`src/rtl/frame_scheduler_if.sv`:
```
// Handshake/configuration bundle between a frame-rate host and frame_scheduler.
// The slave modport is the scheduler's view; master is the driving side.
interface frame_scheduler_if #(
  parameter int PERIOD_W = 24,
  parameter int FRAME_W  = 16
);
  logic                enable;
  logic                oneShot;
  logic                periodLoad;
  logic [PERIOD_W-1:0] periodIn;
  logic                clearErr;
  logic                Ready2Go;
  logic                allDone;
  logic                Cycle;
  logic                busy;
  logic [FRAME_W-1:0]  frameCount;
  logic                overrun;
  logic                timeoutErr;

  modport slave (
    input  enable, oneShot, periodLoad, periodIn, clearErr, Ready2Go, allDone,
    output Cycle, busy, frameCount, overrun, timeoutErr
  );

  modport master (
    output enable, oneShot, periodLoad, periodIn, clearErr, Ready2Go, allDone,
    input  Cycle, busy, frameCount, overrun, timeoutErr
  );
endinterface

```
`src/rtl/frame_scheduler.sv`:
```
// Frame-rate controller for the WS2812B path: periodic/one-shot Go pulses, frame count,
// overrun and allDone watchdog. Optional macro SYNC_RESTART_EN: frame on enable rising edge.
//   state     | meaning
//   SIDLE     | waiting for a pending request and Ready2Go
//   SGO       | one-cycle Cycle pulse, request consumed
//   SWAITDONE | frame in flight, watchdog running
//   SERR      | watchdog expired, halted until clearErr
module frame_scheduler #(
  parameter int PERIOD_W       = 24,
  parameter int DEFAULT_PERIOD = 1666667,
  parameter int TIMEOUT_CYC    = 200000,
  parameter int FRAME_W        = 16
) (
  input  logic               clk,
  input  logic               reset,
  frame_scheduler_if.slave   bus
);

  localparam int WD_W = $clog2(TIMEOUT_CYC + 1);
  localparam logic [1:0] SIDLE     = 2'd0;
  localparam logic [1:0] SGO       = 2'd1;
  localparam logic [1:0] SWAITDONE = 2'd2;
  localparam logic [1:0] SERR      = 2'd3;
  localparam logic [PERIOD_W-1:0] DEF_P   = PERIOD_W'(DEFAULT_PERIOD);
  localparam logic [WD_W-1:0]     WD_LAST = WD_W'(TIMEOUT_CYC - 1);

  logic [1:0]          r_state;
  logic [PERIOD_W-1:0] r_period;
  logic [PERIOD_W-1:0] r_cnt;
  logic [WD_W-1:0]     r_wd;
  logic [FRAME_W-1:0]  r_frames;
  logic                r_pending;
  logic                r_overrun;
  logic                r_timeout;

  logic                w_tick;
  logic                w_req;
  logic                w_restart;
  logic                w_err_ovr;
  logic                w_err_to;
  logic [PERIOD_W-1:0] w_reload_val;

`ifdef SYNC_RESTART_EN
  logic r_en_d;
  always_ff @(posedge clk) begin
    if (reset) r_en_d <= 1'b0;
    else       r_en_d <= bus.enable;
  end
  assign w_restart = bus.enable & ~r_en_d;
`else
  assign w_restart = 1'b0;
`endif

  assign w_reload_val = r_period - PERIOD_W'(1);
  assign w_tick       = bus.enable && (r_cnt == '0);
  assign w_req        = w_tick | bus.oneShot;
  // A request landing in SGO simply re-arms pending; only an already-armed request is lost.
  assign w_err_ovr    = w_req & r_pending & (r_state != SGO);
  assign w_err_to     = (r_state == SWAITDONE) & ~bus.allDone & (r_wd == WD_LAST);

  always_ff @(posedge clk) begin
    if (reset) begin
      r_period <= DEF_P;
      r_cnt    <= DEF_P - PERIOD_W'(1);
    end else begin
      if (bus.periodLoad)
        r_period <= (bus.periodIn == '0) ? PERIOD_W'(1) : bus.periodIn;
      if (!bus.enable || w_tick || w_restart) r_cnt <= w_reload_val;
      else                                    r_cnt <= r_cnt - PERIOD_W'(1);
    end
  end

  always_ff @(posedge clk) begin
    if (reset) begin
      r_pending <= 1'b0;
      r_overrun <= 1'b0;
      r_timeout <= 1'b0;
    end else begin
      if (r_state == SGO)          r_pending <= w_req | w_restart;
      else if (w_req || w_restart) r_pending <= 1'b1;
      r_overrun <= w_err_ovr | (r_overrun & ~bus.clearErr);
      r_timeout <= w_err_to  | (r_timeout & ~bus.clearErr);
    end
  end

  always_ff @(posedge clk) begin
    if (reset) begin
      r_state  <= SIDLE;
      r_wd     <= '0;
      r_frames <= '0;
    end else begin
      case (r_state)
        SIDLE: if (r_pending && bus.Ready2Go) r_state <= SGO;
        SGO: begin
          r_wd    <= '0;
          r_state <= SWAITDONE;
        end
        SWAITDONE: begin
          r_wd <= r_wd + WD_W'(1);
          if (bus.allDone) begin
            r_frames <= r_frames + FRAME_W'(1);
            r_state  <= SIDLE;
          end else if (r_wd == WD_LAST) begin
            r_state <= SERR;
          end
        end
        SERR: if (bus.clearErr) r_state <= SIDLE;
        default: r_state <= SIDLE;
      endcase
    end
  end

  // Gated by reset so no Go pulse escapes during the reset cycle itself.
  assign bus.Cycle      = (r_state == SGO) & ~reset;
  assign bus.busy       = (r_state == SGO) | (r_state == SWAITDONE);
  assign bus.frameCount = r_frames;
  assign bus.overrun    = r_overrun;
  assign bus.timeoutErr = r_timeout;

endmodule

```
`src/flat_wrapper.sv`:
```
// flat-port wrapper written by rule: the top's interface ports become plain ports
module frame_scheduler_flat 
#(
  parameter int PERIOD_W       = 24,
  parameter int DEFAULT_PERIOD = 1666667,
  parameter int TIMEOUT_CYC    = 200000,
  parameter int FRAME_W        = 16
)
  (clk, reset, bus_enable, bus_oneShot, bus_periodLoad, bus_periodIn, bus_clearErr, bus_Ready2Go, bus_allDone, bus_Cycle, bus_busy, bus_frameCount, bus_overrun, bus_timeoutErr);
  frame_scheduler_if #(.PERIOD_W(PERIOD_W), .FRAME_W(FRAME_W)) bus_i ();
  input  logic clk;
  input  logic reset;
  input wire logic [$bits(bus_i.enable)-1:0] bus_enable;
  input wire logic [$bits(bus_i.oneShot)-1:0] bus_oneShot;
  input wire logic [$bits(bus_i.periodLoad)-1:0] bus_periodLoad;
  input wire logic [$bits(bus_i.periodIn)-1:0] bus_periodIn;
  input wire logic [$bits(bus_i.clearErr)-1:0] bus_clearErr;
  input wire logic [$bits(bus_i.Ready2Go)-1:0] bus_Ready2Go;
  input wire logic [$bits(bus_i.allDone)-1:0] bus_allDone;
  output wire logic [$bits(bus_i.Cycle)-1:0] bus_Cycle;
  output wire logic [$bits(bus_i.busy)-1:0] bus_busy;
  output wire logic [$bits(bus_i.frameCount)-1:0] bus_frameCount;
  output wire logic [$bits(bus_i.overrun)-1:0] bus_overrun;
  output wire logic [$bits(bus_i.timeoutErr)-1:0] bus_timeoutErr;
  assign bus_i.enable = bus_enable;
  assign bus_i.oneShot = bus_oneShot;
  assign bus_i.periodLoad = bus_periodLoad;
  assign bus_i.periodIn = bus_periodIn;
  assign bus_i.clearErr = bus_clearErr;
  assign bus_i.Ready2Go = bus_Ready2Go;
  assign bus_i.allDone = bus_allDone;
  assign bus_Cycle = bus_i.Cycle;
  assign bus_busy = bus_i.busy;
  assign bus_frameCount = bus_i.frameCount;
  assign bus_overrun = bus_i.overrun;
  assign bus_timeoutErr = bus_i.timeoutErr;
  frame_scheduler #(.PERIOD_W(PERIOD_W), .DEFAULT_PERIOD(DEFAULT_PERIOD), .TIMEOUT_CYC(TIMEOUT_CYC), .FRAME_W(FRAME_W)) u_core (.clk(clk), .reset(reset), .bus(bus_i));
endmodule
```
`config.mk`:
```
export PLATFORM = sky130hd
export DESIGN_NAME = frame_scheduler_flat
export DESIGN_NICKNAME = d
export VERILOG_FILES = /design/src/rtl/frame_scheduler_if.sv /design/src/rtl/frame_scheduler.sv /design/src/flat_wrapper.sv
export SDC_FILE = /design/constraint.sdc
export NUM_CORES = 1
export LEC_CHECK = 0
export CAP_MARGIN = 10
export CELL_PAD_IN_SITES_DETAIL_PLACEMENT = 0
export CELL_PAD_IN_SITES_GLOBAL_PLACEMENT = 1
export CORE_MARGIN = 3
export CORE_UTILIZATION = 46
export DETAILED_ROUTE_END_ITERATION = 10
export GPL_TIMING_DRIVEN = 0
export PLACE_DENSITY = 0.95
export RECOVER_POWER = 100
export SYNTH_ARGS = -nofsm -noshare
export SYNTH_HDL_FRONTEND = slang
export SYNTH_SLANG_ARGS = --single-unit
```
`constraint.sdc`:
```
create_clock -name clk -period 8 [get_ports clk]
set_clock_uncertainty 0.2 [all_clocks]
set_input_delay 1.6 -clock clk [delete_from_list [all_inputs] [get_ports clk]]
set_output_delay 1.6 -clock clk [all_outputs]
set_load 0.02 [all_outputs]
```
==> results of run 1 <==
critical path: stages:
cell and delay, ns:
clkbuf_1 0.15, o21ai_0 0.38, clkbuf_1 0.51, clkbuf_1 0.58
clkbuf_1 0.42, mux2i_1 0.26, ha_1 0.25, or3b_1 0.35
clkbuf_1 0.20, or4_1 0.56, nor4b_4 0.34, mux2i_1 0.16
nor3_1 0.25, xor2_1 0.18, nor2_1 0.05
worst paths after layout:
check | end | slack [ns] | cells after the start
worst max-delay path | u_core.r_cnt[22]$_SDFF_PP0_ | 1.76 | 15
worst max register to register | u_core.r_cnt[22]$_SDFF_PP0_ | 1.83 | 16
worst min-delay path | u_core.bus.timeoutErr$_SDFF_PP0_ | 0.28 | 2
worst min register to register | u_core.bus.timeoutErr$_SDFF_PP0_ | 0.28 | 2
registers in the layout, summed over array words and instances, names as in the netlist:
signal                 cells
u_core.r_cnt              24
u_core.r_period           24
u_core.r_wd               18
u_core.bus.frameCount     16
u_core.r_state             2
u_core.bus.overrun         1
u_core.bus.timeoutErr      1
u_core.r_pending           1
cells by family (layout without fill, tap and decap cells):
group | count (synthesis) | after routing | share of synthesized area
AND/OR/NAND/NOR | 243 | 243 | 0.286
flip-flops | 87 | 87 | 0.382
XOR/XNOR | 57 | 57 | 0.109
AO/OA/AOI/OAI | 56 | 56 | 0.0891
multiplexers | 37 | 37 | 0.0834
buffers and inverters | 29 | 93 | 0.0288
adder cells (fa/ha/maj) | 8 | 8 | 0.0219
layout make-up:
class / instances / area (µm²) / area share
tap: 129 / 161 / 0.0301
clock buffer: 9 / 124 / 0.0231
buffer: 23 / 90.1 / 0.0168
clock inverter: 6 / 76.3 / 0.0142
timing repair buffer: 49 / 490 / 0.0914
sequential: 87 / 1740 / 0.324
multi-input combinational: 401 / 2660 / 0.496
inverter: 6 / 22.5 / 0.00420
through the flow:
stage | cells | total power, mW
final | 710 | 0.989
after global routing | 710 | 1.03
after CTS | 710 | 1.00
after detailed placement | 695 | 0.682
after global placement | 695 | 0.675
after floorplan | 517 | 0.616
where the power goes:
part / switching [mW] / internal, mW / total [mW]
Combinational: 0.103 / 0.0820 / 0.185
Clock: 0.172 / 0.149 / 0.321
Sequential: 0.0280 / 0.456 / 0.484
Total: 0.302 / 0.687 / 0.989
cell usage after synthesis (all sizes together), types with 7 or more instances:
cell    instances  share of area
buf            10          0.013
a211o          13          0.025
nor2           79          0.065
or3             9          0.012
mux2i          32          0.071
nand4           9          0.012
xor2           37          0.071
xnor2          20          0.038
nand2b         15          0.021
nand2          32          0.026
nor2b          14          0.019
and3            7         0.0096
dfxtp          87           0.38
ha              8          0.022
nor4           18          0.029
a21oi          12          0.013
clkbuf         13          0.011
nand3          18          0.020
or4             8          0.015
o21ai          11          0.015
nor3           17          0.021
layer usage:
metal	share of wire	track usage
met1	0.46	0.284
met2	0.46	0.353
met3	0.065	0.0606
met4	0.016	0.0564
met5	0	0
==> results.toml, run 1 <==
[run]
cap_violations = 0

[routing]
vias = 3873
first_pass_iters = 4
drt_iter0_drc = 209
via_per_inst = 5.45
drc = 0
ant_nets = 0
wl_per_cell_um = 16.1
wl_um = 11400

[timing]
hold_viol_final = 0
final.setup.tns_ns = 0
slew_viol_final = 0
finalSetupViolCount = 0
fin_ws_ns = 1.76
hold_ws_ns = 0.278
rsz0062_at_grt = "no"
finalCritPeriodShare = 0.780
min_period_ns = 6.24
maxSlewHeadroom = 0.361
worst-slew-pin-transition_ns = 0.951
max_freq_mhz = 160

[cts]
ctsResizeCount = 0
ctsHoldBuffers = 0
postCtsSetupRepairBufs = 0
clkLatencyLatePin_ns = 0.37
clkTransAtPathRegs_ns = 0.10
htreeDepth = 3
cts.sink_count = 87
cts-root-buf = "clkbuf_8"
cts_buffers = 9
clk_path_buf_depth = 2
cts_tree = "yes"

[layout]
drive_gt1_frac = 0.0568
final_cell_mix = "dfxtp_1, nor2_1, xor2_1"
fin_nets = 617
final_util = 0.567
area_growth_pct = 17.6
n_fill_cell = 887
layout_commonest_cell = "dfxtp_1"
num_antenna_cells = 0
stdcell_area_mm2 = 0.00537

[power]
peakVddDrop_v = 0.000166
power.density_mw_per_mm2 = 184
p_leak_nw = 2.00

[floorplan]
fp.dieH_um = 106
die_area_mm2 = 0.0112
rows = 35
core-area_mm2 = 0.00946
initial_core_util = 0.482
die_w_um = 106
ios = 52

[synthesis]
synth-seq-area-share = 0.382
mappedNetlistNets = 557
ys.flop_type = "dfxtp_1"
ys_types = 56
synth_edf_count = 0
yosysWarnings = 0
async_reset_ff_frac = 0
synth_area_mm2 = 0.00456
synth_seq_cells = 87
avgSynthCellArea_um2 = 8.83
synthCells = 517

[worst_setup_path]
path_class = "primary input to register"
cp_max_fo = 10
timing.rr.start = "u_core.r_cnt[1]$_SDFF_PP1_"
startpoint = "bus_enable"
cp-start-kind = "primary input"
worstPathArrival_ns = 6.28
end_kind = "register"
cp.required_ns = 8.03

[worst_hold_path]
hold_start = "u_core.bus.timeoutErr$_SDFF_PP0_"
hold_path_class = "register to register"

[global_route]
globalRoute.totalOverflow = 0
grt_first_pass_wirelength_um = 19500
grt_pass1_vias = 3951
antenna_found_initial = 0
grt_usage = 0.217
grt_max_degree = 17

[placement]
portBuffers = 49
place_area_mm2 = 0.00522
post-place-ws_ns = 2.75
gp_routability_congestion = 0.917
detailed_place_hpwl_um = 8670

[status]
status = "finished, final reports clean"
Power figures use the tool's default switching activity.
==> run 2, diff against run 1 <==
--- a/config.mk
+++ b/config.mk
@@ -9,10 +9,10 @@
 export CELL_PAD_IN_SITES_DETAIL_PLACEMENT = 0
 export CELL_PAD_IN_SITES_GLOBAL_PLACEMENT = 1
 export CORE_MARGIN = 3
-export CORE_UTILIZATION = 46
+export CORE_UTILIZATION = 39
 export DETAILED_ROUTE_END_ITERATION = 10
 export GPL_TIMING_DRIVEN = 0
-export PLACE_DENSITY = 0.95
+export PLACE_DENSITY = 0.87
 export RECOVER_POWER = 100
 export SYNTH_ARGS = -nofsm -noshare
 export SYNTH_HDL_FRONTEND = slang
==> constraint.sdc (replaced) <==
create_clock -name clk -period 5.2 [get_ports clk]
set_clock_uncertainty 0.2 [all_clocks]
set_input_delay 1.04 -clock clk [delete_from_list [all_inputs] [get_ports clk]]
set_output_delay 1.04 -clock clk [all_outputs]
set_load 0.02 [all_outputs]
==> run 2 against run 1 <==
Net effect: count of clock-buffer cells in the layout up 1; first-iteration DRC count down 11%; cell count up 1.7%; register-to-register slack worse by 1.5 ns; clock power up 100%; critical endpoint is now u_core.r_cnt[18]$_SDFF_PP0_; highest routed layer unchanged.
==> results.toml, run 2 (synthesis gave the netlist of run 1 again) <==
[floorplan]
initial_core_util = 0.410
die_area_mm2 = 0.0130
die_w_um = 114
rows = 38
ios = 52
core-area_mm2 = 0.0111
fp.dieH_um = 114

[worst_setup_path]
worstPathArrival_ns = 4.89
cp.required_ns = 5.21
cp_max_fo = 10
path_cells = "nor4_2, nand4b_2, o21ai_4, buf_6, buf_6, buf_2, mux2i_1, ha_1, or3b_1, clkbuf_1, or4_4, nor4b_4, mux2i_1, a21oi_1, xor2_1, nor2_1"
crit_slowest_cell = "or4_4"
timing.rr.end = "u_core.r_cnt[18]$_SDFF_PP0_"
path_class = "register to register"
worstRegToRegCells = 16
crit_family = "simple AND/OR/NAND/NOR gates"
timing.rr.start = "u_core.r_cnt[1]$_SDFF_PP1_"
end_kind = "register"
cp-start-kind = "register"
rrSetupSlack_ns = 0.32
critPathMaxStageDelay_ns = 0.51
critical_path.n_buffers_inverters = 4

[cts]
clk_path_buf_depth = 2
postCtsSetupRepairBufs = 0
cts_buffers = 9
clkTransAtPathRegs_ns = 0.06
ctsResizeCount = 0
cts-root-buf = "clkbuf_16"
clkLatencyLatePin_ns = 0.34
cts.sink_count = 87
htreeDepth = 3
ctsHoldBuffers = 0
cts_tree = "yes"

[layout]
fin_nets = 617
seqCellArea_mm2 = 0.00174
drive_gt1_frac = 0.0670
final_cell_mix = "dfxtp_1, nor2_1, xor2_1"
stdcell_area_mm2 = 0.00551
n_fill_cell = 1085
area_growth_pct = 20.7
num_antenna_cells = 0
top_regs = "u_core.r_cnt x24, u_core.r_period x24, u_core.r_wd x18"
multiInputGateArea_mm2 = 0.00267
layout_commonest_cell = "dfxtp_1"

[timing]
slew_viol_final = 0
final.setup.tns_ns = 0
min_period_ns = 4.88
finalCritPeriodShare = 0.938
hold_ws_ns = 0.269
fin_ws_ns = 0.325
finalSetupViolCount = 0
max_freq_mhz = 205
maxSlewHeadroom = 0.274
hold_viol_final = 0
worst-slew-pin-transition_ns = 1.08
rsz0062_at_grt = "no"

[placement]
detailed_place_hpwl_um = 8760
gp_routability_congestion = 0.855
portBuffers = 49
post-place-ws_ns = 0.437
place_area_mm2 = 0.00523

[routing]
drt_iter0_drc = 187
via_per_inst = 5.40
ant_nets = 0
wl_um = 11800
drc = 0
vias = 3900
first_pass_iters = 5
wl_per_cell_um = 16.4

[power]
power.density_mw_per_mm2 = 306
p_leak_nw = 2.06
total_power_mw = 1.68
peakVddDrop_v = 0.000168

[global_route]
globalRoute.totalOverflow = 0
grt_usage = 0.188
grt_first_pass_wirelength_um = 19700
grt_pass1_vias = 3904
antenna_found_initial = 0
grt_max_degree = 15

[worst_hold_path]
holdPathStages = 2
hold_end = "u_core.bus.timeoutErr$_SDFF_PP0_"
hold_path_class = "register to register"
hold_start = "u_core.bus.timeoutErr$_SDFF_PP0_"

[run]
cap_violations = 0

[status]
status = "finished, final reports clean"
[run 2: changes by cell type in the layout (fill, tap and decap cells not counted), moves of 2 or more]
| cell | before | now |
|---|---|---|
| clkbuf_8 | 9 | 1 |
| clkbuf_1 | 20 | 16 |
| clkinv_2 | 0 | 3 |
| clkbuf_16 | 0 | 9 |
| clkinvlp_4 | 0 | 2 |
| inv_6 | 3 | 0 |
| buf_6 | 0 | 2 |
[run 2: area by class of cell]
type / count / share of cell area
Clock buffer: 10 / 0.0434
Tap cell: 140 / 0.0318
Timing Repair Buffer: 49 / 0.0891
Inverter: 6 / 0.00409
Clock inverter: 6 / 0.0109
Multi-Input combinational cell: 401 / 0.485
Sequential cell: 87 / 0.316
Buffer: 23 / 0.0195
[run 2: worst register-to-register path: stages, from the launching register on]
cell and delay, ns:
dfxtp_1 0.34, nor4_2 0.46, nand4b_2 0.31, o21ai_4 0.35, buf_6 0.21, buf_6 0.19
buf_2 0.23, mux2i_1 0.21, ha_1 0.23, or3b_1 0.35, clkbuf_1 0.21, or4_4 0.51
nor4b_4 0.29, mux2i_1 0.21, a21oi_1 0.22, xor2_1 0.19, nor2_1 0.05
[run 2: worst max path at each step]
stage,from,end,cells past startpoint
detailed placement,u_core.r_cnt[1]$_SDFF_PP1_,u_core.r_cnt[22]$_SDFF_PP0_,16
global placement,u_core.r_cnt[10]$_SDFF_PP1_,u_core.r_cnt[18]$_SDFF_PP0_,16
floorplan,bus_enable,u_core.r_cnt[10]$_SDFF_PP1_,14
global route,u_core.r_cnt[10]$_SDFF_PP1_,u_core.r_cnt[18]$_SDFF_PP0_,16
CTS,u_core.r_cnt[1]$_SDFF_PP1_,u_core.r_cnt[22]$_SDFF_PP0_,16
finish,u_core.r_cnt[1]$_SDFF_PP1_,u_core.r_cnt[18]$_SDFF_PP0_,16
[run 2: per-stage QoR]
stage | instances | util
floorplan | 517 | -
global placement | 706 | 0.470
detailed placement | 706 | 0.470
CTS | 722 | 0.497
global route | 722 | 0.495
finish | 722 | 0.495
[run 2: report_power, final]
group / total (mW) / switching, mW / internal (mW)
sequential: 0.744 / 0.0427 / 0.702
clock: 0.650 / 0.267 / 0.383
combinational: 0.288 / 0.160 / 0.128
total: 1.68 / 0.470 / 1.21
[run 2: per-layer routing]
metal,global-route usage,wire length [µm],vias to the layer above
li1,-,-,1942
met1,0.244,5460,1823
met2,0.304,5440,105
met3,0.0359,591,30
met4,0.0831,348,0
met5,0,0,-
==> run 3, diff against run 2 <==
--- a/config.mk
+++ b/config.mk
@@ -14,6 +14,7 @@
 export GPL_TIMING_DRIVEN = 0
 export PLACE_DENSITY = 0.87
 export RECOVER_POWER = 100
+export SKIP_LAST_GASP = 1
 export SYNTH_ARGS = -nofsm -noshare
 export SYNTH_HDL_FRONTEND = slang
 export SYNTH_SLANG_ARGS = --single-unit
==> results of run 3 <==
The final DEF is identical to that of run 2; final timing and power are the same.
